**config.mk**
```make
export PLATFORM = sky130hd
export DESIGN_NAME = filter_event_ctrl_flat
export DESIGN_NICKNAME = d
export VERILOG_FILES = /design/src/rtl/filter_event_ctrl_if.sv /design/src/rtl/filter_event_ctrl.sv /design/src/flat_wrapper.sv
export SDC_FILE = /design/constraint.sdc
export NUM_CORES = 1
export LEC_CHECK = 0
export ABC_AREA = 1
export CAP_MARGIN = 10
export CORE_MARGIN = 5
export CORE_UTILIZATION = 45
export CTS_BUF_LIST = sky130_fd_sc_hd__clkbuf_4 sky130_fd_sc_hd__clkbuf_8 sky130_fd_sc_hd__clkbuf_16
export DETAILED_ROUTE_END_ITERATION = 7
export PLACE_DENSITY = 0.66
export RECOVER_POWER = 50
export SYNTH_ARGS = -nofsm -noshare
export SYNTH_HDL_FRONTEND = slang
export SYNTH_SLANG_ARGS = --single-unit
```
**constraint.sdc**
```tcl
create_clock -name clk -period 4.55 [get_ports clk]
set_input_delay 0.6825 -clock clk [delete_from_list [all_inputs] [get_ports clk]]
set_output_delay 0.6825 -clock clk [all_outputs]
set_load 0.01 [all_outputs]
```
**src/rtl/filter_event_ctrl_if.sv**
```systemverilog
// Port bundle for filter_event_ctrl: run control, filter sample stream and readout event stream.
// master drives run control, samples and ev_ready; slave (the controller) drives clear, events and drop count.
interface filter_event_ctrl_if #(
  parameter int SIZE_FILTER_DATA = 16,
  parameter int TS_W             = 32
);
  logic                               enable;
  logic signed [SIZE_FILTER_DATA-1:0] threshold;
  logic [7:0]                         holdoff;
  logic                               sample_valid;
  logic signed [SIZE_FILTER_DATA-1:0] filter_data;
  logic                               filter_clear;
  logic                               ev_valid;
  logic                               ev_ready;
  logic signed [SIZE_FILTER_DATA-1:0] ev_amp;
  logic [TS_W-1:0]                    ev_time;
  logic                               ev_pileup;
  logic [7:0]                         drop_cnt;

  modport master (
    output enable, threshold, holdoff, sample_valid, filter_data, ev_ready,
    input  filter_clear, ev_valid, ev_amp, ev_time, ev_pileup, drop_cnt
  );

  modport slave (
    input  enable, threshold, holdoff, sample_valid, filter_data, ev_ready,
    output filter_clear, ev_valid, ev_amp, ev_time, ev_pileup, drop_cnt
  );
endinterface

```
**src/rtl/filter_event_ctrl.sv**
```systemverilog
// Flush/arm sequencer and pulse peak capture behind the trapezoidal filter, with an FWFT event queue.
// Event pushed on the edge registering the end-of-pulse sample, visible one cycle later; full queue drops and counts.

// Generic first-word-fall-through FIFO; head valid one cycle after write.
// A write into a full FIFO is accepted only alongside a same-cycle read.
module event_fifo #(
  parameter int W     = 8,
  parameter int DEPTH = 4
) (
  input  logic         clk,
  input  logic         reset,
  input  logic         wr_vld,
  input  logic [W-1:0] wr_dat,
  output logic         wr_rdy,
  output logic         rd_vld,
  input  logic         rd_rdy,
  output logic [W-1:0] rd_dat
);
  localparam int AW = $clog2(DEPTH);
  localparam logic [AW:0] FULL_CNT = (AW+1)'(DEPTH);

  logic [W-1:0]  mem [DEPTH];
  logic [AW-1:0] wr_ptr, rd_ptr;
  logic [AW:0]   count;
  logic          do_wr, do_rd;

  assign rd_vld = (count != '0);
  assign wr_rdy = (count != FULL_CNT) || rd_rdy;
  assign do_wr  = wr_vld && wr_rdy;
  assign do_rd  = rd_vld && rd_rdy;
  assign rd_dat = mem[rd_ptr];

  always_ff @(posedge clk) begin
    if (do_wr) mem[wr_ptr] <= wr_dat;
  end

  always_ff @(posedge clk or posedge reset) begin
    if (reset) begin
      wr_ptr <= '0;
      rd_ptr <= '0;
      count  <= '0;
    end else begin
      if (do_wr) wr_ptr <= wr_ptr + 1'b1;
      if (do_rd) rd_ptr <= rd_ptr + 1'b1;
      case ({do_wr, do_rd})
        2'b10:   count <= count + 1'b1;
        2'b01:   count <= count - 1'b1;
        default: count <= count;
      endcase
    end
  end
endmodule

module filter_event_ctrl #(
  parameter int SIZE_FILTER_DATA = 16,
  parameter int TS_W             = 32,
  parameter int FIFO_DEPTH       = 4,
  parameter int FLUSH_LEN        = 64
) (
  input logic                clk,
  input logic                reset,
  filter_event_ctrl_if.slave bus
);
  localparam int W     = SIZE_FILTER_DATA;
  localparam int CNT_W = ($clog2(FLUSH_LEN) > 8) ? $clog2(FLUSH_LEN) : 8;

  typedef enum logic [2:0] {IDLE, FLUSH, ARMED, PEAK, HOLDOFF} state_t;

  typedef struct packed {
    logic signed [W-1:0] amp;
    logic [TS_W-1:0]     ts;
    logic                pileup;
  } event_t;

  state_t              state, state_nxt;
  logic [CNT_W-1:0]    cnt, cnt_nxt;
  logic [TS_W-1:0]     ts, ts_nxt, peak_ts, peak_ts_nxt;
  logic signed [W-1:0] peak, peak_nxt;
  logic                prev_above, prev_above_nxt;
  logic                pileup, pileup_nxt;
  logic                above, push, push_rdy, head_vld;
  logic [7:0]          drop_cnt_q;
  event_t              push_ev, head_ev, last_ev, shown_ev;

  assign above = bus.filter_data > bus.threshold;

  always_ff @(posedge clk or posedge reset) begin
    if (reset) begin
      state      <= IDLE;
      cnt        <= '0;
      ts         <= '0;
      peak       <= '0;
      peak_ts    <= '0;
      prev_above <= 1'b0;
      pileup     <= 1'b0;
    end else begin
      state      <= state_nxt;
      cnt        <= cnt_nxt;
      ts         <= ts_nxt;
      peak       <= peak_nxt;
      peak_ts    <= peak_ts_nxt;
      prev_above <= prev_above_nxt;
      pileup     <= pileup_nxt;
    end
  end

  always_comb begin
    state_nxt      = state;
    cnt_nxt        = cnt;
    ts_nxt         = ts;
    peak_nxt       = peak;
    peak_ts_nxt    = peak_ts;
    prev_above_nxt = prev_above;
    pileup_nxt     = pileup;
    push           = 1'b0;

    if (state inside {ARMED, PEAK, HOLDOFF}) begin
      ts_nxt = ts + 1'b1;
      if (bus.sample_valid) prev_above_nxt = above;
    end

    case (state)
      IDLE: begin
        if (bus.enable) begin
          state_nxt = FLUSH;
          cnt_nxt   = CNT_W'(FLUSH_LEN - 1);
        end
      end
      FLUSH: begin
        if (cnt == '0) begin
          state_nxt      = ARMED;
          ts_nxt         = '0;
          prev_above_nxt = 1'b0;
          pileup_nxt     = 1'b0;
        end else begin
          cnt_nxt = cnt - 1'b1;
        end
      end
      ARMED: begin
        if (bus.sample_valid && above && !prev_above) begin
          state_nxt   = PEAK;
          peak_nxt    = bus.filter_data;
          peak_ts_nxt = ts;
        end
      end
      PEAK: begin
        if (bus.sample_valid) begin
          if (!above) begin
            push       = 1'b1;
            pileup_nxt = 1'b0;
            if (bus.holdoff == '0) begin
              state_nxt = ARMED;
            end else begin
              state_nxt = HOLDOFF;
              cnt_nxt   = CNT_W'(bus.holdoff);
            end
          end else if (bus.filter_data > peak) begin
            // strict compare: a repeated maximum keeps the earlier timestamp
            peak_nxt    = bus.filter_data;
            peak_ts_nxt = ts;
          end
        end
      end
      HOLDOFF: begin
        if (bus.sample_valid) begin
          if (above && !prev_above) pileup_nxt = 1'b1;
          cnt_nxt = cnt - 1'b1;
          if (cnt == CNT_W'(1)) state_nxt = ARMED;
        end
      end
      default: state_nxt = IDLE;
    endcase

    // losing enable abandons any open pulse without queuing it
    if (!bus.enable) begin
      state_nxt = IDLE;
      push      = 1'b0;
    end
  end

  assign push_ev = '{amp: peak, ts: peak_ts, pileup: pileup};

  event_fifo #(
    .W     ($bits(event_t)),
    .DEPTH (FIFO_DEPTH)
  ) u_fifo (
    .clk    (clk),
    .reset  (reset),
    .wr_vld (push),
    .wr_dat (push_ev),
    .wr_rdy (push_rdy),
    .rd_vld (head_vld),
    .rd_rdy (bus.ev_ready),
    .rd_dat (head_ev)
  );

  always_ff @(posedge clk or posedge reset) begin
    if (reset) begin
      drop_cnt_q <= '0;
      last_ev    <= '0;
    end else begin
      if (push && !push_rdy && drop_cnt_q != 8'hFF) drop_cnt_q <= drop_cnt_q + 1'b1;
      if (head_vld) last_ev <= head_ev;
    end
  end

  // readout fields keep the last presented event once the queue empties
  assign shown_ev         = head_vld ? head_ev : last_ev;
  assign bus.ev_valid     = head_vld;
  assign bus.ev_amp       = shown_ev.amp;
  assign bus.ev_time      = shown_ev.ts;
  assign bus.ev_pileup    = shown_ev.pileup;
  assign bus.drop_cnt     = drop_cnt_q;
  assign bus.filter_clear = (state == IDLE) || (state == FLUSH);
endmodule

```
**src/flat_wrapper.sv**
```systemverilog
// flat-port wrapper written by rule: the top's interface ports become plain ports
module filter_event_ctrl_flat 
#(
  parameter int SIZE_FILTER_DATA = 16,
  parameter int TS_W             = 32,
  parameter int FIFO_DEPTH       = 4,
  parameter int FLUSH_LEN        = 64
)
  (clk, reset, bus_enable, bus_threshold, bus_holdoff, bus_sample_valid, bus_filter_data, bus_ev_ready, bus_filter_clear, bus_ev_valid, bus_ev_amp, bus_ev_time, bus_ev_pileup, bus_drop_cnt);
  filter_event_ctrl_if #(.SIZE_FILTER_DATA(SIZE_FILTER_DATA), .TS_W(TS_W)) bus_i ();
  input logic clk;
  input logic reset;
  input wire logic [$bits(bus_i.enable)-1:0] bus_enable;
  input wire logic [$bits(bus_i.threshold)-1:0] bus_threshold;
  input wire logic [$bits(bus_i.holdoff)-1:0] bus_holdoff;
  input wire logic [$bits(bus_i.sample_valid)-1:0] bus_sample_valid;
  input wire logic [$bits(bus_i.filter_data)-1:0] bus_filter_data;
  input wire logic [$bits(bus_i.ev_ready)-1:0] bus_ev_ready;
  output wire logic [$bits(bus_i.filter_clear)-1:0] bus_filter_clear;
  output wire logic [$bits(bus_i.ev_valid)-1:0] bus_ev_valid;
  output wire logic [$bits(bus_i.ev_amp)-1:0] bus_ev_amp;
  output wire logic [$bits(bus_i.ev_time)-1:0] bus_ev_time;
  output wire logic [$bits(bus_i.ev_pileup)-1:0] bus_ev_pileup;
  output wire logic [$bits(bus_i.drop_cnt)-1:0] bus_drop_cnt;
  assign bus_i.enable = bus_enable;
  assign bus_i.threshold = bus_threshold;
  assign bus_i.holdoff = bus_holdoff;
  assign bus_i.sample_valid = bus_sample_valid;
  assign bus_i.filter_data = bus_filter_data;
  assign bus_i.ev_ready = bus_ev_ready;
  assign bus_filter_clear = bus_i.filter_clear;
  assign bus_ev_valid = bus_i.ev_valid;
  assign bus_ev_amp = bus_i.ev_amp;
  assign bus_ev_time = bus_i.ev_time;
  assign bus_ev_pileup = bus_i.ev_pileup;
  assign bus_drop_cnt = bus_i.drop_cnt;
  filter_event_ctrl #(.SIZE_FILTER_DATA(SIZE_FILTER_DATA), .TS_W(TS_W), .FIFO_DEPTH(FIFO_DEPTH), .FLUSH_LEN(FLUSH_LEN)) u_core (.clk(clk), .reset(reset), .bus(bus_i));
endmodule
```
==> results of run 1 <==
-- stage by stage --
stage / worst slack, ns / cells / setup TNS, ns
CTS: 0.692 / 2060 / 0
finish: 0.781 / 2060 / 0
global route: 0.517 / 2060 / 0
floorplan: -0.128 / 1480 / -25.16
global placement: 0.641 / 1990 / 0
detailed placement: 0.575 / 1990 / 0
-- synth_stat cells, types with 6 or more instances --
library cell | count | area, um2
nor2_1 | 313 | 1170
nand2_1 | 210 | 788
edfxtp_1 | 196 | 5890
dfrtp_1 | 157 | 3930
o21ai_0 | 117 | 586
inv_1 | 104 | 390
nand3_1 | 79 | 395
a31oi_1 | 55 | 344
a21oi_1 | 42 | 210
ha_1 | 41 | 513
clkbuf_1 | 39 | 146
nor3_1 | 17 | 85.1
xnor2_1 | 12 | 105
buf_1 | 11 | 41.3
nand4_1 | 11 | 68.8
xor2_1 | 11 | 96.3
buf_2 | 6 | 30.0
nor4_1 | 6 | 37.5
-- sequential cells by signal, indices dropped and copies added, names as in the netlist --
name                  count
u_core.u_fifo.mem       196
u_core.peak_ts           32
u_core.pileup             1
u_core.prev_above         1
u_core.u_fifo.wr_ptr      2
u_core.peak              16
u_core.state              3
u_core.ts                32
u_core.bus.drop_cnt       8
u_core.last_ev           49
u_core.cnt                8
u_core.u_fifo.rd_ptr      2
u_core.u_fifo.count       3
-- power groups by stage --
stage	Combinational (mW)	Sequential (mW)	Clock (mW)
after floorplan	2.36	4.19	0
after global placement	3.89	4.29	0
after global routing	4.35	4.31	3.31
after detailed placement	3.96	4.32	0
after CTS	3.97	4.26	3.15
final	3.90	4.26	3.09
-- worst max-delay path: stages, from the launching register on --
cell and delay [ns]:
dfrtp_1 0.37, inv_1 0.78, buf_4 0.51, nor2_1 0.08, o21ai_0 0.09, a31oi_1 0.21
clkdlybuf4s50_1 0.53
-- area by class of cell --
class	count	area, um2	area share, %
repair buffers	125	1240	6.87
well taps	448	561	3.09
multi-input cells	956	4800	26.5
inverters	108	407	2.24
clock inverters	18	165	0.912
flip-flops and latches	353	9810	54.2
clock buffers	52	1120	6.19
-- metal layers --
layer	track usage, %	vias to the layer above	wire length, um
met5	0	-	0
met4	6.20	0	946
met3	2.40	55	1520
met2	30.3	260	16500
met1	25.4	5141	15500
li1	-	5219	-
-- worst max-delay path by stage --
stage                                  from                        to  slack [ns]
floorplan                 bus_threshold[13]   u_core.u_fifo.mem[0][0]       -0.13
global placement        bus_filter_data[11]  u_core.u_fifo.mem[0][22]        0.64
detailed placement      bus_filter_data[10]  u_core.u_fifo.mem[0][21]        0.57
CTS                 u_core.u_fifo.rd_ptr[1]            bus_ev_amp[10]        0.69
global route                  u_core.cnt[0]             u_core.cnt[7]        0.52
finish              u_core.u_fifo.rd_ptr[1]           bus_ev_time[30]        0.78
-- cell families (layout without fill, tap and decap cells) --
logic type	count (synthesis)	in the layout
AOI/OAI and AO/OA	229	229
xor gates and xnor gates	23	23
adders and majority gates	42	42
and+or+nand+nor	662	662
DFF	353	353
buffers and inverters	171	303
==> impl_metrics.tcl, run 1 <==
set metrics [dict create \
    status "finished with violations" \
    failing_checks "max-capacitance violations, max-slew violations" \
    rows 67 \
    gr-usage-all-layers_pct 18.4 \
    die_height_um 194 \
    worstMarginPinSlew_ns 1.76 \
    ioPinCount 104 \
    clockPowerShare_pct 27.5 \
    synth_fp_nets 1567 \
    placement.io_buffers 103 \
    die-width_um 194 \
    routabilityCongestion 0.871 \
    top_ff_cell_synth "edfxtp_1" \
    reg2reg_setup_slack_ns 0.82 \
    fraction_of_layout_instances_using_a_drive_strength_above_1_pct 7.13 \
    post_synth_inst_count 1480 \
    timing.final.setup_violations 0 \
    cts_tree "done" \
    max_freq_mhz 265 \
    cts.path.max_buffers 3 \
    critical_path_required_ns 3.87 \
    endpoint_kind "output pin" \
    power_density_nw_per_um2 621 \
    antenna_found_initial 0 \
    final_clock_period_utilization_by_the_worst_path_pct 82.8 \
    cts-root-buf "clkbuf_16" \
    routedWlPerCell_um 16.7 \
    cell_internal_power_mw 7.41 \
    post_synth_xor_area_fraction_pct 1.32 \
    timing.hold.worst_endpoint "u_core.u_fifo.count[0]" \
    finalPower_mw 11.2 \
    hold_path.class "flop to flop" \
    ff_latch_count_synth 353 \
    yosys.area_share.simple_pct 18.3 \
    rsz0062_at_grt "no" \
    synth-seq-area-share_pct 64.3 \
    critical_path.startpoint_type "flop" \
    num-fill-cells 2916 \
    power.combinational.fraction_pct 34.7 \
    core_area_um2 33500 \
    drt-initial-drc-count 660 \
    hold_path_depth 1 \
    worstReg2RegEnd "u_core.cnt[4]" \
    layout.cell_area.non_filler_um2 18100 \
    min-delay-start "u_core.u_fifo.count[0]" \
    relSlewSlack_pct -17.6 \
    final_critical_delay_including_setup_and_external_delays_ns 3.77 \
    tritoncts_num_sinks 353 \
    timing_worst_setup_path_type "flop to output pin" \
    clk-insertion-delay-late_ns 0.51 \
    h-tree-depth 2 \
    seqPwrFrac_pct 37.9 \
    first_global_vias 10900 \
    antenna_violating_nets_post_route 0 \
    timing.critical_path.fanout_max 28 \
    worst_r2r_startpoint "u_core.cnt[5]" \
    avgSynthCellArea_um2 10.3 \
    placement.cell_area_um2 16800 \
    fin_hold_ws_ns 0.502 \
    final_core_util_pct 54.0 \
    mappedNetlistArea_um2 15300 \
    async_flop_share_pct 44.5 \
    tritoncts.num_buffers 38 \
    detailroute.via_count 10700 \
    synth.mux.area_fraction_pct 0 \
    nets 1669 \
    post_cts_buffers 0 \
    floorplan.initialDensity_pct 45.5 \
    max_cap_viol_count 1 \
    ys.warnings.count 0 \
    cellLeakagePower_nw 7.60 \
    drt_drc_violations_left 0 \
    synth-edff-count 196 \
    cts_repair_resize_count 0 \
    synth_top_family_by_area "simple AND/OR/NAND/NOR gates" \
    final_hold_viol_count 0 \
    wirelength_um 34400 \
    grt_pass1_wl_um 57100 \
    finalClockSkew_ns 0.0156 \
    clk_pin_slew_worst_paths_ns 0.06 \
    switching_power_mw 3.84 \
    route.detailed.vias_per_inst 5.18 \
    global_route.overflow_total 0 \
    synth_cell_types 45 \
    dr.pass1.iters 8 \
    dieArea_um2 37700 \
    crit_arrival_ns 3.09 \
    power.switching_fraction_pct 34.1 \
    timing.reg2reg.worst_path_depth 12 \
    layout.cells.most_common_list "nor2_1 (310), nand2_1 (210), edfxtp_1 (196), dfrtp_1 (157), o21ai_0 (117)" \
    grt_start_max_net_pins 88 \
    antenna_cells 0 \
    layout_commonest_cell "nor2_1" \
    flow.area_growth_from_synthesis_pct 18.6 \
    ctsHoldBuffers 0 \
    timing.final.max_slew_violations 20 \
    post_synthesis_share_of_cell_area_spent_on_full_adders_half_adders_and_majority_gates_pct 3.49 \
    vdd_ir_drop_max_uv 344 \
    synth_compound_gate_area_share_pct 8.16 \
    place_hpwl_um 21700 \
]
(Power assumes the default switching activity.)
==> inputs of run 2 (changes only) <==
--- a/config.mk
+++ b/config.mk
@@ -11,7 +11,7 @@
 export CORE_UTILIZATION = 45
 export CTS_BUF_LIST = sky130_fd_sc_hd__clkbuf_4 sky130_fd_sc_hd__clkbuf_8 sky130_fd_sc_hd__clkbuf_16
 export DETAILED_ROUTE_END_ITERATION = 7
-export PLACE_DENSITY = 0.66
+export PLACE_DENSITY = 0.64
 export RECOVER_POWER = 50
 export SYNTH_ARGS = -nofsm -noshare
 export SYNTH_HDL_FRONTEND = slang
==> constraint.sdc (replaced) <==
create_clock -name clk -period 3.5 [get_ports clk]
set_input_delay 0.525 -clock clk [delete_from_list [all_inputs] [get_ports clk]]
set_output_delay 0.525 -clock clk [all_outputs]
set_load 0.01 [all_outputs]
==> impl_metrics.tcl, run 2 (same netlist as run 1, synthesis figures left out) <==
set metrics [dict create \
    cts_tree "done" \
    dieArea_um2 37700 \
    timing.hold.worst_endpoint "u_core.cnt[6]" \
    max_cap_viol_count 1 \
    largestRegisters "u_core.u_fifo.mem x196, u_core.last_ev x49" \
    power_density_nw_per_um2 808 \
    endpoint_kind "output pin" \
    ioPinCount 104 \
    cellLeakagePower_nw 7.71 \
    worstMarginPinSlew_ns 1.59 \
    layout.cell_area.non_filler_um2 18400 \
    timing.final.max_slew_violations 68 \
    reg2reg_setup_slack_ns 0.93 \
    cts-root-buf "clkbuf_16" \
    die-width_um 194 \
    final_clock_period_utilization_by_the_worst_path_pct 96.4 \
    top_layer_used "met4" \
    crit_start "u_core.u_fifo.count[0]" \
    antenna_violating_nets_post_route 0 \
    routedWlPerCell_um 16.9 \
    grt_pass1_wl_um 57600 \
    fin_tns_setup_ns 0 \
    worst_r2r_startpoint "u_core.peak[15]" \
    dr.pass1.iters 6 \
    placement.io_buffers 103 \
    core_area_um2 33500 \
    flow.area_growth_from_synthesis_pct 20.2 \
    floorplan.initialDensity_pct 45.5 \
    crit_path_cell_trace "inv_1 -> nand3_4 -> buf_12 -> a31oi_1 -> clkdlybuf4s50_1" \
    timing.critical_path.fanout_max 33 \
    status "finished with violations" \
    finalClockSkew_ns 0.0198 \
    timing_worst_setup_path_type "flop to output pin" \
    wirelength_um 35100 \
    final_hold_viol_count 0 \
    largest_register "u_core.u_fifo.mem" \
    gr-usage-all-layers_pct 18.6 \
    timing.reg2reg.worst_path_depth 17 \
    met1_length_um 15800 \
    antenna_found_initial 0 \
    final-instance-count-excl-fill 2077 \
    met2RoutedLength_um 16900 \
    critical_path.startpoint_type "flop" \
    placement.cell_area_um2 17100 \
    clk_pin_slew_worst_paths_ns 0.06 \
    min-delay-start "u_core.cnt[6]" \
    detailroute.via_count 10800 \
    cts_repair_resize_count 0 \
    first_global_vias 11000 \
    antenna_cells 0 \
    hold_path.class "flop to flop" \
    met3WireLength_um 1600 \
    place_hpwl_um 22800 \
    post_cts_buffers 0 \
    largest_register_ff_count 196 \
    global_route.overflow_total 0 \
    die_height_um 194 \
    grt_start_max_net_pins 68 \
    layout.cells.most_common_list "nor2_1 (310), nand2_1 (210), edfxtp_1 (196), dfrtp_1 (156), o21ai_0 (117)" \
    crit_arrival_ns 2.85 \
    placed_cells 2008 \
    worstReg2RegEnd "u_core.peak_ts[31]" \
    layout_commonest_cell "nor2_1" \
    rsz0062_at_grt "no" \
    hold_path_depth 2 \
    timing.final.setup_violations 0 \
    failing_checks "max-capacitance violations, max-slew violations" \
    routabilityCongestion 0.843 \
    tritoncts.num_buffers 38 \
    route.detailed.vias_per_inst 5.20 \
    drt_drc_violations_left 0 \
    nets 1687 \
    final_critical_delay_including_setup_and_external_delays_ns 3.37 \
    vdd_ir_drop_max_uv 553 \
    clk-insertion-delay-late_ns 0.52 \
    fraction_of_layout_instances_using_a_drive_strength_above_1_pct 7.98 \
    ctsHoldBuffers 0 \
    drt-initial-drc-count 745 \
    timing.critical_path.slowest_stage_cell "clkdlybuf4s50_1" \
    h-tree-depth 2 \
    max_stage_delay_on_crit_path_ns 0.64 \
    final_core_util_pct 54.7 \
    rows 67 \
    relSlewSlack_pct -6.27 \
    critical_path_required_ns 2.97 \
    max_freq_mhz 296 \
    tritoncts_num_sinks 353 \
    cts.path.max_buffers 3 \
]
[run 2: cell count changes in the layout (fill, tap and decap cells not counted), sizes merged]
cell / before / now
buf: 21 / 36
clkinv: 14 / 12
bufinv: 3 / 4
clkinvlp: 3 / 4
inv: 106 / 108
[run 2: worst max-delay path by stage]
stage / to / slack (ns) / cells after the start
6_report: bus_ev_time[6] / 0.13 / 5
5_1_grt: bus_ev_time[6] / 0.04 / 5
4_1_cts: bus_ev_time[6] / 0.13 / 5
3_5_place_dp: u_core.u_fifo.count[2] / 0.06 / 21
3_3_place_gp: u_core.u_fifo.count[2] / 0.04 / 21
2_1_floorplan: u_core.u_fifo.mem[0][0] / -1.02 / 13
[run 2: power breakdown]
part | total (mW) | leakage, nW | internal [mW] | switching, mW
registers | 5.52 | 3.87 | 5.11 | 0.411
logic | 5.22 | 3.19 | 2.16 | 3.06
clock network | 4.10 | 0.643 | 2.50 | 1.60
total | 14.8 | 7.71 | 9.77 | 5.07
[run 2: metrics by stage]
stage                     worst slack (ns)  total power, mW  hold slack, ns
after floorplan                      -1.02             8.52           0.453
after global placement              0.0370             10.8           0.470
after detailed placement            0.0620             10.9           0.486
after CTS                            0.134             15.0           0.442
after global routing                0.0442             15.8           0.528
final                                0.127             14.8           0.503
[run 2: per-layer routing]
layer  up-vias  global-route usage, %
met5         -                      0
met4         0                   5.26
met3        48                   2.19
met2       260                   31.3
met1      5248                   25.8
li1       5252                      -
[run 2: worst max-delay path, delay by kind of cell (launching register included)]
family	cells	cell delay, ns
buf+inv	3	1.11
compound gates	1	0.44
flops	1	0.41
simple gates	1	0.37
[run 2: area by class of cell]
cell class	count	area [um2]
Tap cell	448	561
Inverter	108	407
Sequential cell	353	9820
Clock buffer	49	1090
Timing Repair Buffer	143	1470
Fill cell	2876	15200
Clock inverter	20	213
Multi-Input combinational cell	956	4800
==> inputs of run 3 (changes only) <==
--- a/config.mk
+++ b/config.mk
@@ -13,6 +13,7 @@
 export DETAILED_ROUTE_END_ITERATION = 7
 export PLACE_DENSITY = 0.64
 export RECOVER_POWER = 50
+export SETUP_SLACK_MARGIN = 0.2
 export SYNTH_ARGS = -nofsm -noshare
 export SYNTH_HDL_FRONTEND = slang
 export SYNTH_SLANG_ARGS = --single-unit
==> impl_metrics.tcl, run 3 (same netlist as run 1, synthesis figures left out) <==
set metrics [dict create \
    power_density_nw_per_um2 812 \
    wirelength_um 35600 \
    floorplan.initialDensity_pct 45.5 \
    max_stage_delay_on_crit_path_ns 0.61 \
    layout_commonest_cell "nor2_1" \
    largestRegisters "u_core.u_fifo.mem x196, u_core.last_ev x49" \
    routabilityCongestion 0.843 \
    worstMarginPinSlew_ns 1.60 \
    crit_path_cell_trace "inv_2 -> buf_12 -> buf_4 -> o21ai_0 -> a31oi_1 -> clkdlybuf4s50_1" \
    final-instance-count-excl-fill 2083 \
    route.detailed.vias_per_inst 5.22 \
    dr.pass1.iters 5 \
    tritoncts_num_sinks 353 \
    detailroute.via_count 10900 \
    relSlewSlack_pct -6.50 \
    tritoncts.num_buffers 38 \
    largest_register_ff_count 196 \
    ctsHoldBuffers 0 \
    max_freq_mhz 314 \
    placement.io_buffers 103 \
    vdd_ir_drop_max_uv 553 \
    layout.cells.most_common_list "nor2_1 (309), nand2_1 (210), edfxtp_1 (196), dfrtp_1 (156), o21ai_0 (117)" \
    timing.critical_path.slowest_stage_cell "clkdlybuf4s50_1" \
    grt_pass1_wl_um 58300 \
    fin_hold_ws_ns 0.503 \
    first_global_vias 11100 \
    cts_tree "done" \
    final_critical_delay_including_setup_and_external_delays_ns 3.18 \
    critical_path_required_ns 2.97 \
    reg2reg_setup_slack_ns 0.93 \
    clk-insertion-delay-late_ns 0.52 \
    final_hold_viol_count 0 \
    h-tree-depth 2 \
    flow.area_growth_from_synthesis_pct 20.8 \
    antenna_violating_nets_post_route 0 \
    cp.buffers_inverters 4 \
    die-width_um 194 \
    failing_checks "max-capacitance violations, max-slew violations" \
    placed_cells 2008 \
    antenna_cells 0 \
    finalClockSkew_ns 0.0199 \
    ioPinCount 104 \
    dieArea_um2 37700 \
    routedWlPerCell_um 17.1 \
    rows 67 \
    drt_drc_violations_left 0 \
    die_height_um 194 \
    endpoint_kind "output pin" \
    hold_path.class "flop to flop" \
    status "finished with violations" \
    cts-root-buf "clkbuf_16" \
    clk_pin_slew_worst_paths_ns 0.06 \
    drt-initial-drc-count 783 \
    crit_arrival_ns 2.66 \
    timing.final.setup_violations 0 \
    fraction_of_layout_instances_using_a_drive_strength_above_1_pct 8.56 \
    timing.critical_path.fanout_max 53 \
    antenna_found_initial 0 \
    core_area_um2 33500 \
    cts.path.max_buffers 3 \
    final_core_util_pct 55.0 \
    place_hpwl_um 22800 \
    timing_worst_setup_path_type "flop to output pin" \
    rsz0062_at_grt "no" \
    critical_path.startpoint_type "flop" \
    final_clock_period_utilization_by_the_worst_path_pct 91.0 \
    worst_path_dominant_cell_family "buffers and inverters" \
    grt_start_max_net_pins 68 \
    global_route.overflow_total 0 \
    max_cap_viol_count 1 \
    timing.final.max_slew_violations 68 \
    nets 1693 \
    cellLeakagePower_nw 7.74 \
    largest_register "u_core.u_fifo.mem" \
    gr-usage-all-layers_pct 18.8 \
]
-- run 3: changes by cell type in the layout (fill, tap and decap cells not counted), sizes merged --
cell / change
clkbuf: -1
buf: +6
clkinvlp: +1
nand3: +1
inv: -1
-- run 3: metrics by stage --
stage / setup TNS [ns] / total power [mW] / worst slack [ns] / area, um2
2_1_floorplan: -200.09 / 8.52 / -1.02 / 15300
3_3_place_gp: 0 / 10.8 / 0.0370 / 17100
3_5_place_dp: 0 / 10.9 / 0.0620 / 17100
4_1_cts: 0 / 15.1 / 0.285 / 18400
5_1_grt: 0 / 15.9 / 0.129 / 18400
6_report: 0 / 15.0 / 0.317 / 18400
-- run 3: per-layer routing --
layer	global-route usage (%)	routed length, um
met5	0	0
met4	5.26	796
met3	2.17	1700
met2	31.8	17300
met1	26.1	15900
-- run 3: area by class of cell --
class                   count  area, um2
well taps                 448        561
inverters                 108        410
fillers                  2868      15100
multi-input cells         957       4830
flip-flops and latches    353       9820
clock buffers              49       1090
clock inverters            20        213
repair buffers            148       1530
-- run 3: report_power, final --
part	total, mW	switching, mW	leakage (nW)	internal, mW
Clock	4.10	1.60	0.643	2.50
Sequential	5.52	0.412	3.87	5.11
Combinational	5.36	3.13	3.23	2.23
-- run 3: final timing paths --
path / from / to / cells past startpoint
setup / recovery: u_core.u_fifo.rd_ptr[0] / bus_ev_amp[2] / 6
hold / removal: u_core.cnt[6] / u_core.cnt[6] / 2
setup reg to reg: u_core.peak[15] / u_core.peak_ts[26] / 17
hold reg to reg: u_core.cnt[6] / u_core.cnt[6] / 2
max in group asynchronous: reset / u_core.last_ev[21] / 3
min in group asynchronous: reset / u_core.cnt[0] / 2
-- run 3: repair_timing --
| action | in CTS | in global routing |
|---|---|---|
| setup buffers | 3 | 2 |
| setup endpoints to repair | 2 | 1 |
| cloned | 1 | 0 |
| pin swaps | 1 | 0 |
| resized for setup | 1 | 1 |
-- run 3: tightest hold or removal path, delay by kind of cell, from the launching register on --
| kind | cells | cell delay [ns] |
|---|---|---|
| compound gates | 1 | 0.06 |
| simple gates | 1 | 0.05 |
| flops | 1 | 0.36 |
